===== src/rtl/axi4_lite_pkg.sv =====
// Shared AXI4-Lite response codes and read-slave FSM state encoding.
package axi4_lite_pkg;

   typedef enum logic [1:0] {
      OKAY   = 2'b00,
      EXOKAY = 2'b01,
      SLVERR = 2'b10,
      DECERR = 2'b11
   } axi_resp_e;

   typedef enum logic [1:0] {
      IDLE = 2'b00,
      WAIT = 2'b01,
      RESP = 2'b10
   } rd_state_e;

endpackage


===== src/rtl/axi4_lite_addr_fifo.sv =====
// Ordered queue of accepted read addresses; head is the oldest entry.
// Latency: a push is visible at head the cycle after the write edge when empty.
// Backpressure: full is registered state; push when full and pop when empty are dropped.
module axi4_lite_addr_fifo #(
   parameter int DEPTH = 4,
   parameter int WIDTH = 32
) (
   input  logic             clk,
   input  logic             rst,
   input  logic             push,
   input  logic             pop,
   input  logic [WIDTH-1:0] din,
   output logic             full,
   output logic             empty,
   output logic [WIDTH-1:0] head
);

   localparam int PW = $clog2(DEPTH);

   logic [WIDTH-1:0] mem [DEPTH];
   logic [PW-1:0]    wr_ptr;
   logic [PW-1:0]    rd_ptr;
   logic [PW:0]      count;
   logic             do_push;
   logic             do_pop;

   assign full    = (count == (PW+1)'(DEPTH));
   assign empty   = (count == '0);
   assign head    = mem[rd_ptr];
   assign do_push = push && !full;
   assign do_pop  = pop && !empty;

   // Pointers are PW bits wide, so they wrap modulo DEPTH on their own.
   always_ff @(posedge clk or posedge rst) begin
      if (rst) begin
         wr_ptr <= '0;
         rd_ptr <= '0;
         count  <= '0;
      end else begin
         if (do_push) wr_ptr <= wr_ptr + PW'(1);
         if (do_pop)  rd_ptr <= rd_ptr + PW'(1);
         case ({do_push, do_pop})
            2'b10:   count <= count + (PW+1)'(1);
            2'b01:   count <= count - (PW+1)'(1);
            default: count <= count;
         endcase
      end
   end

   always_ff @(posedge clk) begin
      if (do_push) mem[wr_ptr] <= din;
   end

endmodule


===== src/rtl/axi4_lite_read_slave_q.sv =====
// AXI4-Lite read slave with an address queue, window decode and a timed backend handshake.
// Latency: queued head issues mem_req next cycle; backend data gives RVALID one cycle later.
// Backpressure: ARREADY drops when the queue is full; RVALID holds registered data until RREADY.
module axi4_lite_read_slave_q
   import axi4_lite_pkg::*;
#(
   parameter int          ADDR_WIDTH = 32,
   parameter int          DATA_WIDTH = 32,
   parameter int          DEPTH      = 4,
   parameter int          TIMEOUT    = 255,
   parameter logic [31:0] BASE_ADDR  = 32'h0000_0000,
   parameter logic [31:0] ADDR_SPAN  = 32'h0000_1000
) (
   input  logic                  clk,
   input  logic                  rst,
   input  logic [ADDR_WIDTH-1:0] S_AXI_ARADDR,
   input  logic                  S_AXI_ARVALID,
   output logic                  S_AXI_ARREADY,
   output logic [DATA_WIDTH-1:0] S_AXI_RDATA,
   output logic [1:0]            S_AXI_RRESP,
   output logic                  S_AXI_RVALID,
   input  logic                  S_AXI_RREADY,
   output logic                  mem_req,
   output logic [ADDR_WIDTH-1:0] mem_addr,
   input  logic [DATA_WIDTH-1:0] mem_rdata,
   input  logic                  mem_rvalid,
   output logic [15:0]           err_count
);

   localparam int CW = $clog2(TIMEOUT + 1);
   // One extra bit keeps BASE_ADDR+ADDR_SPAN from wrapping at the top of the map.
   localparam logic [ADDR_WIDTH:0] WIN_LO = (ADDR_WIDTH+1)'(BASE_ADDR);
   localparam logic [ADDR_WIDTH:0] WIN_HI = WIN_LO + (ADDR_WIDTH+1)'(ADDR_SPAN);

   rd_state_e             state;
   rd_state_e             nstate;
   logic                  fifo_full;
   logic                  fifo_empty;
   logic [ADDR_WIDTH-1:0] fifo_head;
   logic                  head_in_range;
   logic                  push;
   logic                  pop;
   logic [CW-1:0]         wait_cnt;
   logic                  timeout_hit;
   logic [DATA_WIDTH-1:0] rdata_q;
   axi_resp_e             rresp_q;

   assign push          = S_AXI_ARVALID && S_AXI_ARREADY;
   assign pop           = (state == RESP) && S_AXI_RREADY;
   assign head_in_range = ({1'b0, fifo_head} >= WIN_LO) && ({1'b0, fifo_head} < WIN_HI);
   assign timeout_hit   = (wait_cnt == CW'(TIMEOUT - 1));
   assign mem_addr      = fifo_empty ? '0 : fifo_head - ADDR_WIDTH'(BASE_ADDR);

   axi4_lite_addr_fifo #(
      .DEPTH (DEPTH),
      .WIDTH (ADDR_WIDTH)
   ) u_addr_fifo (
      .clk   (clk),
      .rst   (rst),
      .push  (push),
      .pop   (pop),
      .din   (S_AXI_ARADDR),
      .full  (fifo_full),
      .empty (fifo_empty),
      .head  (fifo_head)
   );

   always_ff @(posedge clk or posedge rst) begin
      if (rst) state <= IDLE;
      else     state <= nstate;
   end

   always_comb begin
      nstate = state;
      case (state)
         IDLE:    if (!fifo_empty) nstate = head_in_range ? WAIT : RESP;
         WAIT:    if (mem_rvalid || timeout_hit) nstate = RESP;
         RESP:    if (S_AXI_RREADY) nstate = IDLE;
         default: nstate = IDLE;
      endcase
   end

   // ARREADY also falls with rst itself so it is low during reset and up right after.
   always_comb begin
      mem_req       = (state == IDLE) && !fifo_empty && head_in_range;
      S_AXI_ARREADY = !rst && !fifo_full;
      S_AXI_RVALID  = (state == RESP);
      S_AXI_RDATA   = S_AXI_RVALID ? rdata_q : '0;
      S_AXI_RRESP   = S_AXI_RVALID ? rresp_q : OKAY;
   end

   always_ff @(posedge clk or posedge rst) begin
      if (rst) begin
         wait_cnt  <= '0;
         rdata_q   <= '0;
         rresp_q   <= OKAY;
         err_count <= '0;
      end else begin
         case (state)
            IDLE: begin
               wait_cnt <= '0;
               if (!fifo_empty && !head_in_range) begin
                  rdata_q <= '0;
                  rresp_q <= DECERR;
               end
            end
            // Backend data wins over a timeout landing in the same cycle.
            WAIT: begin
               if (mem_rvalid) begin
                  rdata_q <= mem_rdata;
                  rresp_q <= OKAY;
               end else begin
                  wait_cnt <= wait_cnt + CW'(1);
                  if (timeout_hit) begin
                     rdata_q <= '0;
                     rresp_q <= SLVERR;
                  end
               end
            end
            default: ;
         endcase
         if (pop && (rresp_q == SLVERR || rresp_q == DECERR) && err_count != 16'hFFFF)
            err_count <= err_count + 16'd1;
      end
   end

endmodule


===== config.mk =====
export PLATFORM = sky130hd
export DESIGN_NAME = axi4_lite_read_slave_q
export DESIGN_NICKNAME = d
export VERILOG_FILES = /design/src/rtl/axi4_lite_pkg.sv /design/src/rtl/axi4_lite_addr_fifo.sv /design/src/rtl/axi4_lite_read_slave_q.sv
export SDC_FILE = /design/constraint.sdc
export NUM_CORES = 1
export LEC_CHECK = 0
export ABC_AREA = 1
export CORE_AREA = 2 2 130 132
export DETAILED_ROUTE_END_ITERATION = 8
export DIE_AREA = 0 0 132 134
export PLACE_DENSITY = 0.76
export SKIP_CTS_REPAIR_TIMING = 1
export SYNTH_ARGS = -nofsm -noshare
export SYNTH_HDL_FRONTEND = slang
export SYNTH_SLANG_ARGS = --single-unit

===== constraint.sdc =====
create_clock -name clk -period 3 [get_ports clk]
set_clock_uncertainty 0.1 [all_clocks]
set_input_delay 0.9 -clock clk [delete_from_list [all_inputs] [get_ports clk]]
set_output_delay 0.9 -clock clk [all_outputs]
set_load 0.02 [all_outputs]

## Word level (Yosys, flattened, before mapping)

Memories as Yosys holds them, arrays and structs flattened.
Index checks and enable logic that the tools add are counted.

- Add/sub/neg operators: 6
- Magnitude comparators: 1
- Equality and inequality tests: 15
- Multiplexer cells: 21
- Reduce and logical (&&, ||, !) cells: 23

Operator list:

| operator | count |
|---|---|
| $mux 32 | 5 |
| $pmux 32 s2 | 1 |
| $lt 32x13->1 const B | 1 |
| $add 16x1->16 const B | 1 |
| $mux 2 | 8 |
| $ne 16x16->1 const B | 1 |
| $pmux 8 s2 | 1 |
| $logic_and 1x1->1 | 10 |
| $add 8x1->8 const B | 1 |
| $eq 2x2->1 const B | 4 |
| $eq 8x8->1 const B | 1 |
| $mux 8 | 1 |
| $ne 2x2->1 const B | 3 |
| $pmux 2 s3 | 1 |
| $pmux 3 s2 | 1 |
| $reduce_and 3->1 | 2 |
| $add 2x1->2 const B | 2 |
| $eq 2x1->1 const B | 2 |
| $logic_not 1->1 | 4 |
| $ne 2x1->1 const B | 2 |
| $pmux 2 s2 | 1 |
| $reduce_bool 2->1 | 2 |
| $add 3x1->3 const B | 1 |
| $eq 3x3->1 const B | 1 |
| other kinds (7) | 9 |

- Bits in registers: 67
- Memory bits (writable): 128
- Output and inout bits: 85
- Word-level logic and storage cells: 75
- Memories kept: 1

Memories:

| name | words | bits a word | rd ports | clocked after Yosys merged registers in | wr ports | line | RTL |
|---|---|---|---|---|---|---|---|
| u_addr_fifo.mem | 4 | 32 | 1 | 0 | 1 | axi4_lite_addr_fifo.sv:20 | `logic [WIDTH-1:0] mem [DEPTH];` |

## Depth between registers and ports, before layout

- Depth in word-level cells: 7
- Depth in mapped cells: 14
- Depth with buffers taken out: 12

## By module

A second synthesis with hierarchy kept.

- Cells, all modules: 954
- Area total of the unflattened synthesis: 9037.4 µm²

By module, submodules not included:

| module | times used | cells each | area an instance (µm²) | sequential area each (µm²) |
|---|---|---|---|---|
| axi4_lite_addr_fifo | 1 | 436 | 5587.9 | 4018.9 |
| axi4_lite_read_slave_q | 1 | 518 | 3449.6 | 1501.4 |

## Worst setup path after synthesis

No wires, ideal clock.

- Path kind: input -> register
- From: input port rst
- To: memory u_addr_fifo.mem[0][0] (enable)
- Data arrival time: 3.026 ns
- Required time: 2.479 ns
- Setup slack: -0.548 ns
- Cell stages on the path: 3
- Path buffers: 0
- Cells stage by stage: a31oi_1 > nand2_1 > nor2_1

- Cells in the longest elaborated chain, start to end: 6

Ends and longest elaborated chain:

| what | line | RTL |
|---|---|---|
| start, declared | axi4_lite_read_slave_q.sv:15 | `input logic rst,` |
| $logic_not 1->1 (no line) | n/a |  |
| $logic_and 1x1->1 | axi4_lite_read_slave_q.sv:86 | `S_AXI_ARREADY = !rst && !fifo_full;` |
| $logic_and 1x1->1 | axi4_lite_read_slave_q.sv:48 | `assign push = S_AXI_ARVALID && S_AXI_ARREADY;` |
| $logic_and 1x1->1 | axi4_lite_addr_fifo.sv:30 | `assign do_push = push && !full;` |
| $mux 1 | axi4_lite_addr_fifo.sv:51 | `if (do_push) mem[wr_ptr] <= din;` |
| $mux 1 (not written as such) | axi4_lite_addr_fifo.sv:51 |  |
| end, declared | axi4_lite_addr_fifo.sv:20 |  |

Every way passes these cells.

## Worst setup path in the final report

- From: register u_addr_fifo.rd_ptr[0]
- To: output port mem_req

- Cells in the longest elaborated chain, start to end: 3

Ends and longest elaborated chain:

| what | line | RTL |
|---|---|---|
| start, declared | axi4_lite_addr_fifo.sv:22 | `logic [PW-1:0] rd_ptr;` |
| start signal, assigned | axi4_lite_addr_fifo.sv:41 | `if (do_pop) rd_ptr <= rd_ptr + PW'(1);` |
| $mem_v2 4x32 | n/a |  |
| $lt 32x13->1 | axi4_lite_read_slave_q.sv:50 | `assign head_in_range = ({1'b0, fifo_head} >= WIN_LO) && ({1'b0, fifo_head} < WIN_HI);` |
| $logic_and 1x1->1 | axi4_lite_read_slave_q.sv:85 | `mem_req = (state == IDLE) && !fifo_empty && head_in_range;` |
| end, declared | axi4_lite_read_slave_q.sv:23 | `output logic mem_req,` |

Every way passes these cells.

==> flow_summary.yaml <==
layout:
  final_area_um2: 11320
  final_cell_mix: "nand2_1, nor2_1, edfxtp_1, clkdlybuf4s50_1, inv_1"
  fin_nets: 1111
  antenna_cells: 0
  area_delta_synth_final_pct: 35.62
  drive_gt1_frac: 0.1080
  instances_no_fill: 1266
  multi_input_area_um2: 2446
  final_common_cell: "nand2_1"
  fillers: 1198
  ff_latch_area_um2: 5522
  post-route-util: 0.6948
setup_path:
  cp.required_ns: 2.00
  crit_type: "reg2out"
  crit_path_cell_trace: "inv_4, buf_4, nand2_1, nand3_1, nand2_1, nand2_1, nor2_1, nand2_1, nor2_2, nand2_2, nor2_1, buf_4"
  crit_top_cell: "nand2_1"
  end_kind: "primary output"
  slowest_delay_ns: 0.46
  cp.arrival_ns: 2.11
  cp-start-kind: "flop"
  path_max_fanout: 8
  crit_slowest_cell: "dfrtp_2"
placed_design:
  numPortBuffers: 153
  hpwlAfterDp_mm: 12.50
  gp_congestion: 0.8457
  dpl_cell_area_um2: 10580
  dp.cells: 1234
pwr:
  power_density_nw_per_um2: 883.7
  intPower_mw: 6.351
  clkPwrFrac: 0.245
  power.leakage_nw: 5.250
  power_frac_seq: 0.336
  combPwrFrac: 0.419
  ir_drop_v: 0.0005750
  p_sw_frac: 0.3650
  totalPowerFinal_mw: 10.00
  switchingPower_mw: 3.651
timing:
  setup_ws_ns: -0.1141
  setup_viol: 1
  finalHoldViolCount: 0
  tns_ns: -0.1141
  rsz0062_at_grt: "true"
  period_share: 1.038
  tightest_slew_ns: 0.5377
  slew_headroom: 0.6382
  fmax_mhz: 321.1
  period_needed_ns: 3.114
  slew_violations: 0
min_path:
  min_path_type: "reg2reg"
route:
  avgViaCountPerCell: 4.983
  vias: 6309
  firstDrtPassIters: 4
  drc_errors: 0
  detail_route.wl_per_cell_um: 15.12
  ant_nets: 0
  drt_iter0_markers: 445
  routed_wl_mm: 19.15
cts:
  cts_inserted_buffers: 17
  cts_buffer_depth: 2
  clock_latency_ns: 0.43
  clkTransAtPathRegs_ns: 0.07
  cts_tree: "done"
  root_buffer: "clkbuf_16"
  cts_htree_levels: 4
  cts.sinks: 195
yosys:
  yosysWarnings: 0
  synth_area_leaders: "edfxtp_1, dfrtp_1, nand2_1"
  synthesis.area_um2: 8346
  synth_seq_cells: 195
  yosysUniqueCellTypes: 31
  synthesis.nets: 916
  syn_inst: 838
  ys_seq_area_frac: 0.6615
  netlist.area_leader.share: 0.4606
  avgSynthCellArea_um2: 9.959
  yosysTopAreaCell: "edfxtp_1"
job:
  cap_violations: 0
global_route:
  antenna_found_initial: 1
  grt_pass1_vias: 6143
  grt_pass1_wl_mm: 30.33
  grt_max_degree: 38
  grt.total_usage: 0.2197
  grt_overflow_total: 0
outcome:
  violations: "negative setup slack"
  status: "finished with violations"
die:
  fp.dieArea_um2: 17690
  die_x_um: 132
  rows: 47
  pin_count: 154
  core-area_um2: 16290
  dieHeight_um: 134
  start_util: 0.5123
## sequential cells by signal, indices dropped and copies added (netlist names)
signal              flops
u_addr_fifo.mem       128
rdata_q                32
err_count              16
wait_cnt                8
u_addr_fifo.count       3
rresp_q                 2
state                   2
u_addr_fifo.rd_ptr      2
u_addr_fifo.wr_ptr      2
## power by group through the flow
stage                     registers [mW]  clock network (mW)  logic (mW)
after floorplan                     3.42                   0        2.23
after global placement              3.40                   0        4.24
after detailed placement            3.41                   0        4.33
after CTS                           3.36                2.48        4.36
after global routing                3.39                2.61        4.56
final                               3.36                2.45        4.19
## cell families (layout without fill, tap and decap cells)
kind of cell,count (synthesis),after routing,synth area share
AO/OA/AOI/OAI,59,59,0.03613
XOR/XNOR,19,19,0.01994
adder cells (fa/ha/maj),9,9,0.01439
buffers and inverters,104,312,0.05037
flip-flops,195,195,0.6615
AND/OR/NAND/NOR,452,452,0.2177
## through the flow
step | hold WS, ns | setup slack, ns
after CTS | 0.3752 | -0.6326
after floorplan | 0.3419 | -0.07330
after detailed placement | 0.3584 | -0.1795
after global routing | 0.3886 | -0.2474
final | 0.3731 | -0.1141
after global placement | 0.3542 | -0.1526
## layer usage
| metal | vias to the layer above | global-route usage | part of all wire |
|---|---|---|---|
| li1 | 3114 | - | - |
| met1 | 3012 | 0.2669 | 0.40 |
| met2 | 154 | 0.3903 | 0.54 |
| met3 | 27 | 0.04082 | 0.043 |
| met4 | 2 | 0.08575 | 0.018 |
| met5 | - | 0 | 0.00068 |
## path summary, 6_finish.rpt
| kind | start | endpoint | slack, ns | cells past startpoint |
|---|---|---|---|---|
| min | rdata_q[26] | rdata_q[26] | 0.37 | 2 |
| max reg2reg | state[1] | u_addr_fifo.count[2] | 0.65 | 10 |
| min reg2reg | rdata_q[26] | rdata_q[26] | 0.37 | 2 |
| min in group asynchronous | rst | rdata_q[18] | 0.76 | 2 |
| max in group asynchronous | rst | err_count[6] | 1.41 | 3 |
| max | u_addr_fifo.rd_ptr[0] | mem_req | -0.11 | 12 |
## final cells by class
| cell class | instances | share of cell area |
|---|---|---|
| sequential | 195 | 0.4878 |
| timing repair buffer | 209 | 0.1908 |
| inverter | 71 | 0.02377 |
| clock inverter | 15 | 0.01957 |
| clock buffer | 17 | 0.03759 |
| tap | 220 | 0.02432 |
| multi-input combinational | 539 | 0.2161 |
## synth_stat cells (all sizes together)
library cell / n
o22ai: 1
clkinv: 1
nand3b: 1
a31oi: 1
inv: 70
dfrtp: 67
xor2: 12
nor2: 134
ha: 8
nand3: 47
nor4: 1
and3: 2
a21oi: 19
nand4: 7
xnor2: 7
o21ai: 37
edfxtp: 128
fa: 1
buf: 19
nand2: 246
clkbuf: 14
o2bb2ai: 1
nor3: 14
## critical path: cells and delay by family (launching register included)
kind                   cells  cell delay [ns]
buffers and inverters      3             0.40
DFF                        1             0.46
and+or+nand+nor            9             0.82
Power figures use the tool's default switching activity.
==> patch 1, RTL diff (same settings) <==
Change the parameter `TIMEOUT` from 255 to 510.
--- a/src/rtl/axi4_lite_read_slave_q.sv
+++ b/src/rtl/axi4_lite_read_slave_q.sv
@@ -8,5 +8,5 @@
    parameter int          DATA_WIDTH = 32,
    parameter int          DEPTH      = 4,
-   parameter int          TIMEOUT    = 255,
+   parameter int          TIMEOUT    = 510,
    parameter logic [31:0] BASE_ADDR  = 32'h0000_0000,
    parameter logic [31:0] ADDR_SPAN  = 32'h0000_1000
Behaviour: no difference found for any inputs over 4 cycles, from zero or initial values and one cycle with rst high; that may be too few to reach the edited logic, so the function may still have changed.
==> patch 1 against the unedited design <==
The flow still finishes with violations (negative setup slack). Routed wire length up 0.11%. Sequential cell count up 1. Combinational power down 4%. Non-clock buffer count up 1. Register-to-register slack better by 0.06 ns. Critical path depth down 1. Total power down 3.8%. Final area down 0.30%. Worst setup slack worse by 0.018 ns. Hold slack worse by 0.0034 ns. Final cell count up 0.32%. Synthesized cell count up 0.48%. Synthesized area up 1.1%. First-iteration DRC count up 0.45%.
==> patch 1: results (changes against the unedited design) <==
post-synthesis compound-gate area fraction - 0.0387 (was 0.0361)
DRT iter0 DRCs - 447 (was 445)
wl on met1 - 7.95 mm (was 7.61 mm)
CP arrival - 2.13 ns (was 2.11 ns)
final setup vio count - 1 (unchanged)
peak supply drop - 610 uV (was 575 uV)
initial antenna violation count - 0 (was 1)
fraction of layout cells with a size suffix above 1 - 0.109 (was 0.108)
DR WL met3 - 915 um (was 832 um)
fin nets - 1,115 (was 1,111)
met2 usage - 0.380 (was 0.390)
R2R depth - 12 (was 10)
Crit Path Max Fanout - 29 (was 8)
share of synthesized flip-flops with an asynchronous set or reset - 0.347 (was 0.344)
Yosys cell types - 32 (was 31)
final wirelength - 19.2 mm (was 19.1 mm)
syn nets - 920 (was 916)
pin count of the biggest net entering global routing - 69 (was 38)
Placed Area - 0.0106 mm2 (about the same)
GR Util met3 - 0.0401 (was 0.0408)
vias in the first global route - 6,119 (was 6,143)
Synth Area per Inst - 10.0 um2 (was 9.96 um2)
Slew HR - 0.741 (was 0.638)
setup ws final - -0.132 ns (was -0.114 ns)
Routed WL per cell - 15.1 um (about the same)
sequential fraction of the synthesis area - 0.657 (was 0.661)
post-synthesis adder-cell area fraction - 0.0142 (was 0.0144)
synth cell count leaders - nand2_1 (246), nor2_1 (133), edfxtp_1 (128), inv_1 (71), dfrtp_1 (68) (was nand2_1 (244), nor2_1 (134), edfxtp_1 (128), inv_1 (69), dfrtp_1 (67))
hold_sp - rdata_q[10]$_DFFE_PP0P_ (was rdata_q[26]$_DFFE_PP0P_)
highest routed layer - met4 (was met5)
Leak Pwr - 5.39 nW (was 5.25 nW)
GR Util met1 - 0.277 (was 0.267)
CP max stage delay - 0.49 ns (was 0.46 ns)
R2R Path Start - u_addr_fifo.rd_ptr[0]$_DFFE_PP0P_ (was state[1]$_DFFE_PP0P_)
outcome - finished, violations left (unchanged)
failing checks - negative setup slack (unchanged)
synth top area cells - edfxtp_1 (46%), dfrtp_1 (20%), nand2_1 (11%) (unchanged)
r2r endpoint - state[1]$_DFFE_PP0P_ (was u_addr_fifo.count[2]$_DFFE_PP0P_)
DP HPWL - 12.7 mm (was 12.5 mm)
post-synthesis cell area - 0.00844 mm2 (was 0.00835 mm2)
==> patch 1: worst max path at each step <==
stage                                            startpoint  slack (ns)  cells after the start                              end
after floorplan                                         rst       -0.07                      3  u_addr_fifo.mem[0][0]$_DFFE_PP_
after global placement                                  rst       -0.13                      3                    S_AXI_ARREADY
after detailed placement                                rst       -0.17                      3                    S_AXI_ARREADY
after CTS                 u_addr_fifo.rd_ptr[0]$_DFFE_PP0P_       -0.61                     11                          mem_req
after global routing      u_addr_fifo.rd_ptr[0]$_DFFE_PP0P_       -0.26                     11                          mem_req
final                     u_addr_fifo.rd_ptr[0]$_DFFE_PP0P_       -0.13                     11                          mem_req
==> patch 1: area by class of cell <==
class | instances | area, um2
fill | 1236 | 5000
timing repair buffer | 210 | 2150
sequential | 196 | 5550
clock inverter | 15 | 163
multi-input combinational | 539 | 2440
clock buffer | 17 | 425
tap | 220 | 275
inverter | 73 | 282
==> patch 2, RTL diff (config.mk and constraints unchanged) <==
Made on the original files. The 3 states of `rd_state_e` get a one-hot encoding in 3 bits.
--- a/src/rtl/axi4_lite_pkg.sv
+++ b/src/rtl/axi4_lite_pkg.sv
@@ -9,8 +9,8 @@
    } axi_resp_e;
 
-   typedef enum logic [1:0] {
-      IDLE = 2'b00,
-      WAIT = 2'b01,
-      RESP = 2'b10
+   typedef enum logic [2:0] {
+      IDLE = 3'b001,
+      WAIT = 3'b010,
+      RESP = 3'b100
    } rd_state_e;
 
Formal check against the unedited RTL: no difference found for any inputs over 4 cycles, from zero or initial values and one cycle with rst high; so few cycles prove little.
==> patch 2 against the unedited design <==
The flow still finishes with violations (negative setup slack). Routed wire length is 4.4% lower. Global-route usage is 0.99 points lower. Critical path type unchanged. Core utilization is 0.35 points lower. Via count is 0.63% lower. Sequential cell count is 1 higher. Largest power group unchanged. Final area is 0.51% lower. Worst setup slack worse by 0.039 ns. Final cell count is 0.24% lower. Critical endpoint unchanged. Synthesized area is 0.15% lower. Total power is 5.7% lower. Sequential share of layout area is 0.48 points higher.
==> patch 2: results (changes against the unedited design) <==
R2R depth - 11 (was 10)
Hold EP - rdata_q[18]$_DFFE_PP0P_ (was rdata_q[26]$_DFFE_PP0P_)
share of synthesized flip-flops with an asynchronous set or reset - 0.347 (was 0.344)
Slew @ Worst Pin - 0.476 ns (was 0.538 ns)
failing checks - negative setup slack (unchanged)
hold slack - 0.375 ns (was 0.373 ns)
NonClk Buf Share - 0.193 (was 0.191)
synth cell count leaders - nand2_1 (243), nor2_1 (129), edfxtp_1 (128), inv_1 (74), dfrtp_1 (67) (was nand2_1 (244), nor2_1 (134), edfxtp_1 (128), inv_1 (69), dfrtp_1 (67))
Non-clk bufs - 210 (was 209)
final wirelength - 18.3 mm (was 19.1 mm)
Inverters - 75 (was 71)
routed vias/inst - 4.96 (was 4.98)
Placed Area - 0.0106 mm2 (about the same)
Routability Congestion - 0.817 (was 0.846)
Clock Sink Count - 196 (was 195)
GRT Overall Usage - 0.210 (was 0.220)
fraction of layout cells with a size suffix above 1 - 0.113 (was 0.108)
outcome - finished, violations left (unchanged)
Yosys cell types - 27 (was 31)
Multi-Input Combinational - 529 (was 539)
hold_sp - rdata_q[18]$_DFFE_PP0P_ (was rdata_q[26]$_DFFE_PP0P_)
met2 usage - 0.367 (was 0.390)
final setup vio count - 1 (unchanged)
Setup TNS - -0.153 ns (was -0.114 ns)
ClkCell Share - 0.0516 (was 0.0572)
setup ws final - -0.153 ns (was -0.114 ns)
synthesis-to-layout area growth - 35.1% (was 35.6%)
Fillers - 1,246 (was 1,198)
sequential fraction of the synthesis area - 0.666 (was 0.661)
CP arrival - 2.15 ns (was 2.11 ns)
Leak Pwr - 5.39 nW (was 5.25 nW)
peak supply drop - 596 uV (was 575 uV)
-- patch 2: changes by cell type after synthesis, moves of 4 or more --
cell	before	now
nand3_1	47	52
nor2_1	134	129
inv_1	69	74
buf_1	7	3
-- patch 2: report_power, final --
group	switching, W	internal (W)	total [W]
registers	0.000146	0.00318	0.00333
logic	0.00232	0.00159	0.00391
clock network	0.00102	0.00117	0.00219
-- patch 2: cells by family (layout without fill, tap and decap cells) --
| group | Yosys count | count (layout) | synth area share |
|---|---|---|---|
| simple gates | 445 | 445 | 0.213 |
| compound gates | 55 | 55 | 0.0332 |
| other cells | 0 | 1 | 0 |
| xor+xnor | 19 | 19 | 0.0200 |
| flops | 196 | 196 | 0.666 |
| mux | 1 | 1 | 0.00135 |
| fa+ha+maj | 9 | 9 | 0.0144 |
| buf+inv | 106 | 317 | 0.0521 |
-- patch 2: per-layer routing --
layer,share of wire,wire [um]
met1,0.41,7520
met2,0.52,9490
met3,0.050,922
met4,0.020,365
met5,0,0
